--- config.mk ---
export PLATFORM = sky130hd
export DESIGN_NAME = writeback_stage
export DESIGN_NICKNAME = d
export VERILOG_FILES = /design/src/rtl/writeback_stage_pkg.sv /design/src/rtl/writeback_stage_load_extend.sv /design/src/rtl/writeback_stage.sv
export SDC_FILE = /design/constraint.sdc
export NUM_CORES = 1
export LEC_CHECK = 0
export BUFFER_PORTS_ARGS = -buffer_cell sky130_fd_sc_hd__buf_2
export CAP_MARGIN = 10
export CORE_ASPECT_RATIO = 0.8
export CORE_UTILIZATION = 45
export CTS_CLUSTER_DIAMETER = 40
export DETAILED_ROUTE_END_ITERATION = 6
export HOLD_SLACK_MARGIN = 0.02
export PLACE_DENSITY_LB_ADDON = 0.15
export SLEW_MARGIN = 5
export SYNTH_ARGS = -nofsm -noshare
export SYNTH_HDL_FRONTEND = slang
export SYNTH_HIERARCHICAL = 1
export SYNTH_SLANG_ARGS = --single-unit
--- constraint.sdc ---
create_clock -name clk_i -period 3.89 [get_ports clk_i]
set_input_delay 1.167 -clock clk_i [delete_from_list [all_inputs] [get_ports clk_i]]
set_output_delay 1.167 -clock clk_i [all_outputs]
set_load 0.005 [all_outputs]
--- src/rtl/writeback_stage_pkg.sv ---
// Shared core definitions for the writeback stage: result-select encoding,
// load funct3 codes, stage FSM states and load extension helpers.
package writeback_stage_pkg;

    typedef enum logic [1:0] {
        WB_ALU  = 2'd0,
        WB_LOAD = 2'd1,
        WB_PC4  = 2'd2,
        WB_RSVD = 2'd3
    } wb_sel_e;

    typedef enum logic {
        ST_EMPTY = 1'b0,
        ST_FULL  = 1'b1
    } wb_state_e;

    localparam logic [2:0] F3_LB  = 3'b000;
    localparam logic [2:0] F3_LH  = 3'b001;
    localparam logic [2:0] F3_LW  = 3'b010;
    localparam logic [2:0] F3_LBU = 3'b100;
    localparam logic [2:0] F3_LHU = 3'b101;

    function automatic logic [31:0] sext8(input logic [7:0] b);
        return {{24{b[7]}}, b};
    endfunction

    function automatic logic [31:0] sext16(input logic [15:0] h);
        return {{16{h[15]}}, h};
    endfunction

endpackage

--- src/rtl/writeback_stage_load_extend.sv ---
// Load lane selection and sign/zero extension; flags misaligned and
// reserved load encodings.
module load_extend
    import writeback_stage_pkg::*;
(
    input  logic [2:0]  funct3,
    input  logic [1:0]  offset,
    input  logic [31:0] word,
    output logic [31:0] data,
    output logic        error
);

    logic [31:0] shifted_s;

    // Bring the addressed byte lane down to bit 0 (little-endian lanes).
    assign shifted_s = word >> {offset, 3'b000};

    // Extension per load type; reserved encodings and bad alignment set error.
    always_comb begin
        data  = 32'd0;
        error = 1'b0;
        case (funct3)
            F3_LB:  data = sext8(shifted_s[7:0]);
            F3_LBU: data = {24'd0, shifted_s[7:0]};
            F3_LH: begin
                if (offset == 2'd3) begin
                    error = 1'b1;
                end else begin
                    data = sext16(shifted_s[15:0]);
                end
            end
            F3_LHU: begin
                if (offset == 2'd3) begin
                    error = 1'b1;
                end else begin
                    data = {16'd0, shifted_s[15:0]};
                end
            end
            F3_LW: begin
                if (offset != 2'd0) begin
                    error = 1'b1;
                end else begin
                    data = word;
                end
            end
            default: error = 1'b1;
        endcase
    end

endmodule

--- src/rtl/writeback_stage.sv ---
// Single-entry writeback stage: captures the final result at accept time,
// drives the register-file write port and forwarding path, counts retires.
module writeback_stage
    import writeback_stage_pkg::*;
(
    input  logic        clk_i,
    input  logic        reset_i,
    input  logic        mem_valid_i,
    output logic        mem_ready_o,
    input  logic [4:0]  mem_rd_i,
    input  logic        mem_regwrite_i,
    input  logic [1:0]  mem_wbsel_i,
    input  logic [31:0] mem_alu_result_i,
    input  logic [31:0] mem_pc4_i,
    input  logic [31:0] mem_load_data_i,
    input  logic [2:0]  mem_funct3_i,
    input  logic        flush_i,
    input  logic        hold_i,
    output logic        regwrite_o,
    output logic [4:0]  rd_o,
    output logic [31:0] wd_o,
    output logic        fwd_valid_o,
    output logic [4:0]  fwd_rd_o,
    output logic [31:0] fwd_data_o,
    output logic        load_err_o,
    output logic [63:0] instret_o
);

    wb_state_e   state_r;
    wb_state_e   state_nxt_s;
    wb_sel_e     sel_s;
    logic        retire_s;
    logic        accept_s;
    logic [31:0] ld_data_s;
    logic        ld_err_s;
    logic [31:0] result_s;
    logic        err_s;
    logic [4:0]  rd_r;
    logic [31:0] wd_r;
    logic        wr_en_r;
    logic        err_r;
    logic [63:0] instret_r;

    load_extend u_load_extend (
        .funct3 (mem_funct3_i),
        .offset (mem_alu_result_i[1:0]),
        .word   (mem_load_data_i),
        .data   (ld_data_s),
        .error  (ld_err_s)
    );

    assign sel_s    = wb_sel_e'(mem_wbsel_i);
    assign retire_s = (state_r == ST_FULL) && !hold_i && !flush_i;
    // Ready is gated by reset so the upstream sees no acceptance during reset.
    assign mem_ready_o = ((state_r == ST_EMPTY) || retire_s) && !flush_i && reset_i;
    assign accept_s    = mem_valid_i && mem_ready_o;

    // Result select; the reserved encoding falls back to the ALU result.
    always_comb begin
        result_s = mem_alu_result_i;
        err_s    = 1'b0;
        case (sel_s)
            WB_ALU:  result_s = mem_alu_result_i;
            WB_LOAD: begin
                result_s = ld_data_s;
                err_s    = ld_err_s;
            end
            WB_PC4:  result_s = mem_pc4_i;
            default: result_s = mem_alu_result_i;
        endcase
    end

    // Next-state: flush empties, accept fills, a bare retire empties.
    always_comb begin
        state_nxt_s = state_r;
        if (flush_i) begin
            state_nxt_s = ST_EMPTY;
        end else if (accept_s) begin
            state_nxt_s = ST_FULL;
        end else if (retire_s) begin
            state_nxt_s = ST_EMPTY;
        end else begin
            state_nxt_s = state_r;
        end
    end

    // Stage FSM state register.
    always_ff @(posedge clk_i or negedge reset_i) begin
        if (!reset_i) begin
            state_r <= ST_EMPTY;
        end else begin
            state_r <= state_nxt_s;
        end
    end

    // Payload capture; write enable is pre-qualified so retire is a single AND.
    always_ff @(posedge clk_i or negedge reset_i) begin
        if (!reset_i) begin
            rd_r    <= 5'd0;
            wd_r    <= 32'd0;
            wr_en_r <= 1'b0;
            err_r   <= 1'b0;
        end else if (accept_s) begin
            rd_r    <= mem_rd_i;
            wd_r    <= result_s;
            wr_en_r <= mem_regwrite_i && (mem_rd_i != 5'd0) && !err_s;
            err_r   <= err_s;
        end
    end

    // Retired-instruction counter, wraps naturally at 2^64.
    always_ff @(posedge clk_i or negedge reset_i) begin
        if (!reset_i) begin
            instret_r <= 64'd0;
        end else if (retire_s) begin
            instret_r <= instret_r + 64'd1;
        end
    end

    assign regwrite_o  = retire_s && wr_en_r;
    assign load_err_o  = retire_s && err_r;
    assign fwd_valid_o = (state_r == ST_FULL) && wr_en_r;
    assign rd_o        = rd_r;
    assign wd_o        = wd_r;
    assign fwd_rd_o    = rd_r;
    assign fwd_data_o  = wd_r;
    assign instret_o   = instret_r;

endmodule

# After elaboration in Yosys (flattened, before gate mapping)
# Index checks and enable logic that the tools add are counted.
[classes] n_addsub=1 n_eq_ne=7 shift=1 muxes=12 bitwise=1 reduce_logical=20
[ops] cell="32-bit case mux with 5 select lines" count=1
[ops] cell="64-bit by 1-bit adder with 64-bit output, second input constant" count=1
[ops] cell="32-bit 2-to-1 mux" count=2
[ops] cell="32-bit case mux with 2 select lines" count=1
[ops] cell="32-bit by 5-bit >> shifter with 16-bit output" count=1
[ops] cell="16-bit 2-to-1 mux" count=1
[ops] cell="1-bit logical AND" count=10
[ops] cell="3-bit == test, second input constant" count=2
[ops] cell="1-bit 2-to-1 mux" count=6
[ops] cell="5-bit nonzero test" count=1
[ops] cell="2-bit == test, second input constant" count=2
[ops] cell="2-bit OR reduction" count=2
[ops] cell="3-bit by 1-bit == test with 1-bit output, second input constant" count=1
[ops] cell="3-bit by 2-bit == test with 1-bit output, second input constant" count=1
[ops] cell="1-bit logical NOT" count=3
[ops] cell="3-bit logical NOT" count=1
[ops] cell="1-bit case mux with 3 select lines" count=1
[ops] cell="3-bit nonzero test" count=1
[ops] cell="2-bit by 1-bit == test with 1-bit output, second input constant" count=1
[ops] cell="2-bit nonzero test" count=1
[ops] cell="1-bit logical OR" count=1
[ops] cell="1-bit inverter" count=1
[word_totals] ff_bits=104 in_bits=112 out_inout_bits=142 wordCells=48

# Longest topological paths before layout
[logic_depth] ltp_word=9 ltp_mapped=10 depth_no_buf=7

# Hierarchy
# Netlist, hierarchy kept.
[by_module_without_submodules] mod="writeback_stage" instances=1 cells_each=585 area_each_um2=5464.0 seq_area_each_um2=2602.5
[by_module_without_submodules] mod="load_extend" instances=1 cells_each=140 area_each_um2=979.7 seq_area_each_um2=0.0

# Worst setup path before layout
# No wires, ideal clock.
[synth_path] path_type="input-to-output" startpoint="in hold_i" endpoint="out load_err_o" t_arrival_ps=1693 setup_slack_ps=1030 cell_stages=2 path_cell_list="nor3b_1 > and2_1"
[synth_via] elab_chain_cells=4
[synth_rtl] element="from (decl)" line_no="writeback_stage.sv:18" text="input logic hold_i,"
[synth_rtl] element="1-bit logical NOT" line_no="writeback_stage.sv:53" text="assign retire_s = (state_r == ST_FULL) && !hold_i && !flush_i;"
[synth_rtl] element="1-bit logical AND (2 in series)" line_no="writeback_stage.sv:53"
[synth_rtl] element="1-bit logical AND" line_no="writeback_stage.sv:121" text="assign load_err_o = retire_s && err_r;"
[synth_rtl] element="to (decl)" line_no="writeback_stage.sv:25" text="output logic load_err_o,"
# Every way passes these cells.

# Worst setup path after layout
# Ends and elaborated chain as after synthesis.

==> impl_metrics.prom <==
# TYPE chip_impl_metric gauge
chip_impl_info{name="run_status",value="finished clean"} 1
chip_impl_metric{name="ctsLongestPathBuffers",unit=""} 2
chip_impl_metric{name="dpl-instance-area",unit="um2"} 7540
chip_impl_metric{name="syn_avg_cell_area",unit="um2"} 8.89
chip_impl_metric{name="die-area",unit="um2"} 14800
chip_impl_metric{name="global_route.usage.total",unit="%"} 25.5
chip_impl_info{name="ys_dominant_reg_cell",value="dfrtp_1"} 1
chip_impl_metric{name="ff_latch_area",unit="um2"} 2600
chip_impl_info{name="critPathCaptureType",value="primary output"} 1
chip_impl_metric{name="worstSkewPairLatency",unit="ns"} 0.35
chip_impl_metric{name="fin_crit",unit="ns"} 3.27
chip_impl_metric{name="number_of_enable_flip_flop_cells_after_synthesis",unit=""} 0
chip_impl_metric{name="max_cap_violations",unit=""} 0
chip_impl_metric{name="slew-limit-headroom",unit="%"} 46.3
chip_impl_metric{name="asyncSetResetFlopFracSynth",unit="%"} 100
chip_impl_metric{name="count_of_yosys_warnings_during_synthesis",unit=""} 6
chip_impl_metric{name="design.core.area",unit="um2"} 13800
chip_impl_metric{name="routedWlPerCell",unit="um"} 16.8
chip_impl_info{name="unrepaired_setup_endpoints_after_global_routing",value="no"} 1
chip_impl_metric{name="power.density",unit="nW/um2"} 341
chip_impl_metric{name="cts_made_buffers",unit=""} 9
chip_impl_metric{name="cellInternalPower",unit="uW"} 1870
chip_impl_metric{name="hold_violations",unit=""} 0
chip_impl_metric{name="synth.net_count",unit=""} 840
chip_impl_metric{name="power.sequential.fraction",unit="%"} 47.2
chip_impl_metric{name="post-route-cell-area",unit="um2"} 7820
chip_impl_metric{name="floorplan.io_pins",unit=""} 254
chip_impl_info{name="synth_top_cells_by_area",value="dfrtp_1 (40%), buf_4 (4.7%), nand2_1 (4.4%)"} 1
chip_impl_info{name="worst_path_dominant_cell_family",value="simple AND/OR/NAND/NOR gates"} 1
chip_impl_metric{name="num-fill-cells",unit=""} 1337
chip_impl_metric{name="cp_data_required_time",unit="ns"} 2.72
chip_impl_metric{name="ctsHtreeMaxLevel",unit=""} 3
chip_impl_metric{name="initial_core_util",unit="%"} 46.7
chip_impl_metric{name="cts_num_sinks",unit=""} 104
chip_impl_info{name="reg2reg_from",value="state_r"} 1
chip_impl_metric{name="synth-seq-cells",unit=""} 104
chip_impl_info{name="crit_start",value="hold_i"} 1
chip_impl_metric{name="worst_slew_pin_tran",unit="ns"} 0.805
chip_impl_metric{name="finalSetupViolCount",unit=""} 0
chip_impl_metric{name="die_h",unit="um"} 109
chip_impl_info{name="timing.setup.critical_path_class",value="in2out"} 1
chip_impl_metric{name="detail_route.iter0.violations",unit=""} 423
chip_impl_metric{name="share_comb_of_total_power",unit="%"} 20.3
chip_impl_metric{name="synth.distinct_cells",unit=""} 55
chip_impl_info{name="commonest_cells_in_the_netlist",value="dfrtp_1 (104), nand2_1 (75), nor2_1 (61)"} 1
chip_impl_metric{name="yosysTopAreaCellShare",unit="%"} 40.4
chip_impl_metric{name="cts_resized",unit=""} 0
chip_impl_metric{name="globalRouteOverflowTotal",unit=""} 0
chip_impl_info{name="worstPathCellList",value="buf_2 > nor3b_1 > and2_1 > buf_2"} 1
chip_impl_info{name="synth_largest_area_cell",value="dfrtp_1"} 1
chip_impl_metric{name="grt_pass1_vias",unit=""} 5449
chip_impl_metric{name="route.antenna.remaining_nets",unit=""} 0
chip_impl_metric{name="cpPeakStageDelay",unit="ns"} 0.51
chip_impl_metric{name="placementRows",unit=""} 38
chip_impl_metric{name="postCtsHoldBufs",unit=""} 0
chip_impl_metric{name="place_ws",unit="ns"} 0.519
chip_impl_metric{name="irDropWorstVdd",unit="mV"} 0.219
chip_impl_info{name="yosys.cell_count.top_type",value="dfrtp_1"} 1
chip_impl_metric{name="post_route_cells_drive_above_1_share",unit="%"} 34.2
chip_impl_metric{name="worst_setup_hold_path_clk_slew",unit="ns"} 0.08
chip_impl_metric{name="seq_area_frac_synth",unit="%"} 40.4
chip_impl_metric{name="multi_input_area",unit="um2"} 3280
chip_impl_info{name="cp_common_cell",value="buf_2"} 1
chip_impl_metric{name="p_leak",unit="uW"} 0.00392
chip_impl_metric{name="fin_nets",unit=""} 1032
chip_impl_metric{name="maximum_number_of_pins_on_one_net_before_global_route_repair",unit=""} 66
chip_impl_metric{name="final_core_util",unit="%"} 56.7
chip_impl_metric{name="synth.cell_area",unit="um2"} 6440
chip_impl_info{name="hold_class",value="reg2reg"} 1
chip_impl_metric{name="syn_to_final_growth",unit="%"} 21.3
chip_impl_metric{name="power.net_switching",unit="uW"} 794
chip_impl_metric{name="syn-instance-count",unit=""} 725
chip_impl_metric{name="vias_per_instance",unit=""} 5.41
chip_impl_metric{name="buffers_inserted_during_post_cts_setup_optimization",unit=""} 0
chip_impl_metric{name="rrSetupSlack",unit="ns"} 1.40
chip_impl_metric{name="switching_share",unit="%"} 29.8
chip_impl_metric{name="number_of_antenna_violations_at_the_first_check_in_global_routing",unit=""} 0
chip_impl_info{name="hold_path.startpoint",value="instret_o[63]"} 1
chip_impl_metric{name="die-width",unit="um"} 136
chip_impl_info{name="cts_tree",value="built"} 1
chip_impl_metric{name="grt_pass1_wl",unit="um"} 29100
chip_impl_metric{name="worst-path-buf-inv",unit=""} 2
chip_impl_info{name="clock-root-buffer",value="clkbuf_16"} 1
chip_impl_info{name="critical_path.startpoint_type",value="primary input"} 1
chip_impl_metric{name="finalWeightedCongestion",unit=""} 0.914
chip_impl_metric{name="finalClockSkew",unit="ns"} 0.0161
chip_impl_metric{name="cp_max_fo",unit=""} 5
chip_impl_metric{name="detailed_place_hpwl",unit="um"} 14300
chip_impl_metric{name="fmax",unit="MHz"} 306
chip_impl_metric{name="arrival",unit="ns"} 2.10
chip_impl_metric{name="worst_slack",unit="ns"} 0.624
chip_impl_metric{name="diodes",unit=""} 0
chip_impl_metric{name="detailedRoute.firstPassIterationCount",unit=""} 5
chip_impl_metric{name="io_buffers",unit=""} 253
chip_impl_metric{name="final.period_utilization",unit="%"} 84.0
chip_impl_metric{name="routed_wire_length",unit="um"} 18600
chip_impl_metric{name="total_power",unit="uW"} 2660
chip_impl_metric{name="drcViolationCount",unit=""} 0
chip_impl_metric{name="report.final.slew_viol_count",unit=""} 0
chip_impl_metric{name="route.vias.total",unit=""} 5957
chip_impl_info{name="critPathSlowestCell",value="nor3b_1"} 1
chip_impl_metric{name="setup_total_negative_slack",unit="ns"} 0
chip_impl_metric{name="share_clk_of_total_power",unit="%"} 32.5
final cells by class:
class | instances | share of cell area [%]
well taps | 180 | 2.88
clock buffers | 10 | 2.93
clock inverters | 6 | 0.672
inverters | 16 | 0.768
flip-flops and latches | 104 | 33.3
repair buffers | 266 | 17.5
multi-input cells | 520 | 42.0
through the flow:
step	hold WS (ns)	instances
2_1_floorplan	0.442	725
3_3_place_gp	0.454	1086
3_5_place_dp	0.455	1086
4_1_cts	0.470	1102
5_1_grt	0.485	1102
6_report	0.467	1102
placed cells by master (no fill, tap or decap), drive strengths merged, types with 2 or more instances in the layout:
| cell | instances |
|---|---|
| a21o | 6 |
| a21oi | 40 |
| a221o | 8 |
| a22o | 2 |
| a22oi | 32 |
| a311oi | 5 |
| a31oi | 2 |
| and2 | 7 |
| and3 | 7 |
| buf | 266 |
| clkbuf | 10 |
| clkinv | 2 |
| clkinvlp | 2 |
| dfrtp | 104 |
| ha | 3 |
| inv | 18 |
| mux2 | 8 |
| mux2i | 2 |
| nand2 | 75 |
| nand2b | 7 |
| nand3 | 41 |
| nand3b | 15 |
| nand4 | 20 |
| nor2 | 62 |
| nor2b | 3 |
| nor3 | 18 |
| nor3b | 2 |
| nor4 | 18 |
| o21ai | 42 |
| o31ai | 16 |
| or2 | 3 |
| or3 | 2 |
| xnor2 | 32 |
| xor2 | 31 |
sequential cells by signal (all words and copies together), names as in the netlist:
name        flops
fwd_data_o     32
instret_o      64
wr_en_r         1
state_r         1
err_r           1
fwd_rd_o        5
power groups by stage:
stage               logic, uW  clock network (uW)  registers, uW
floorplan                 331                   0           1270
global placement          540                   0           1280
detailed placement        544                   0           1280
CTS                       543                 894           1260
global route              610                 933           1270
finish                    540                 866           1260
logic make-up after synthesis:
| logic type | after synthesis | synth area share [%] |
|---|---|---|
| muxes | 11 | 2.06 |
| AOI/OAI and AO/OA | 158 | 16.1 |
| adders and majority gates | 3 | 0.583 |
| and+or+nand+nor | 285 | 23.5 |
| xor gates and xnor gates | 63 | 8.56 |
| DFF | 104 | 40.4 |
| buffers and inverters | 101 | 8.76 |
worst paths after layout:
path / to / cells after the start
max reg2reg: instret_o[56] / 5
min in group asynchronous: instret_o[18] / 2
min: instret_o[63] / 1
max in group asynchronous: fwd_data_o[18] / 3
min reg2reg: instret_o[63] / 1
max: load_err_o / 4
metal layers:
metal	part of all wire [%]	track usage, %	wire [um]
met4	1.1	5.78	201
met3	6.7	4.70	1240
met2	45	40.0	8300
met5	0	0	0
met1	48	36.6	8820
No activity file was read; power rests on OpenSTA's default activity.
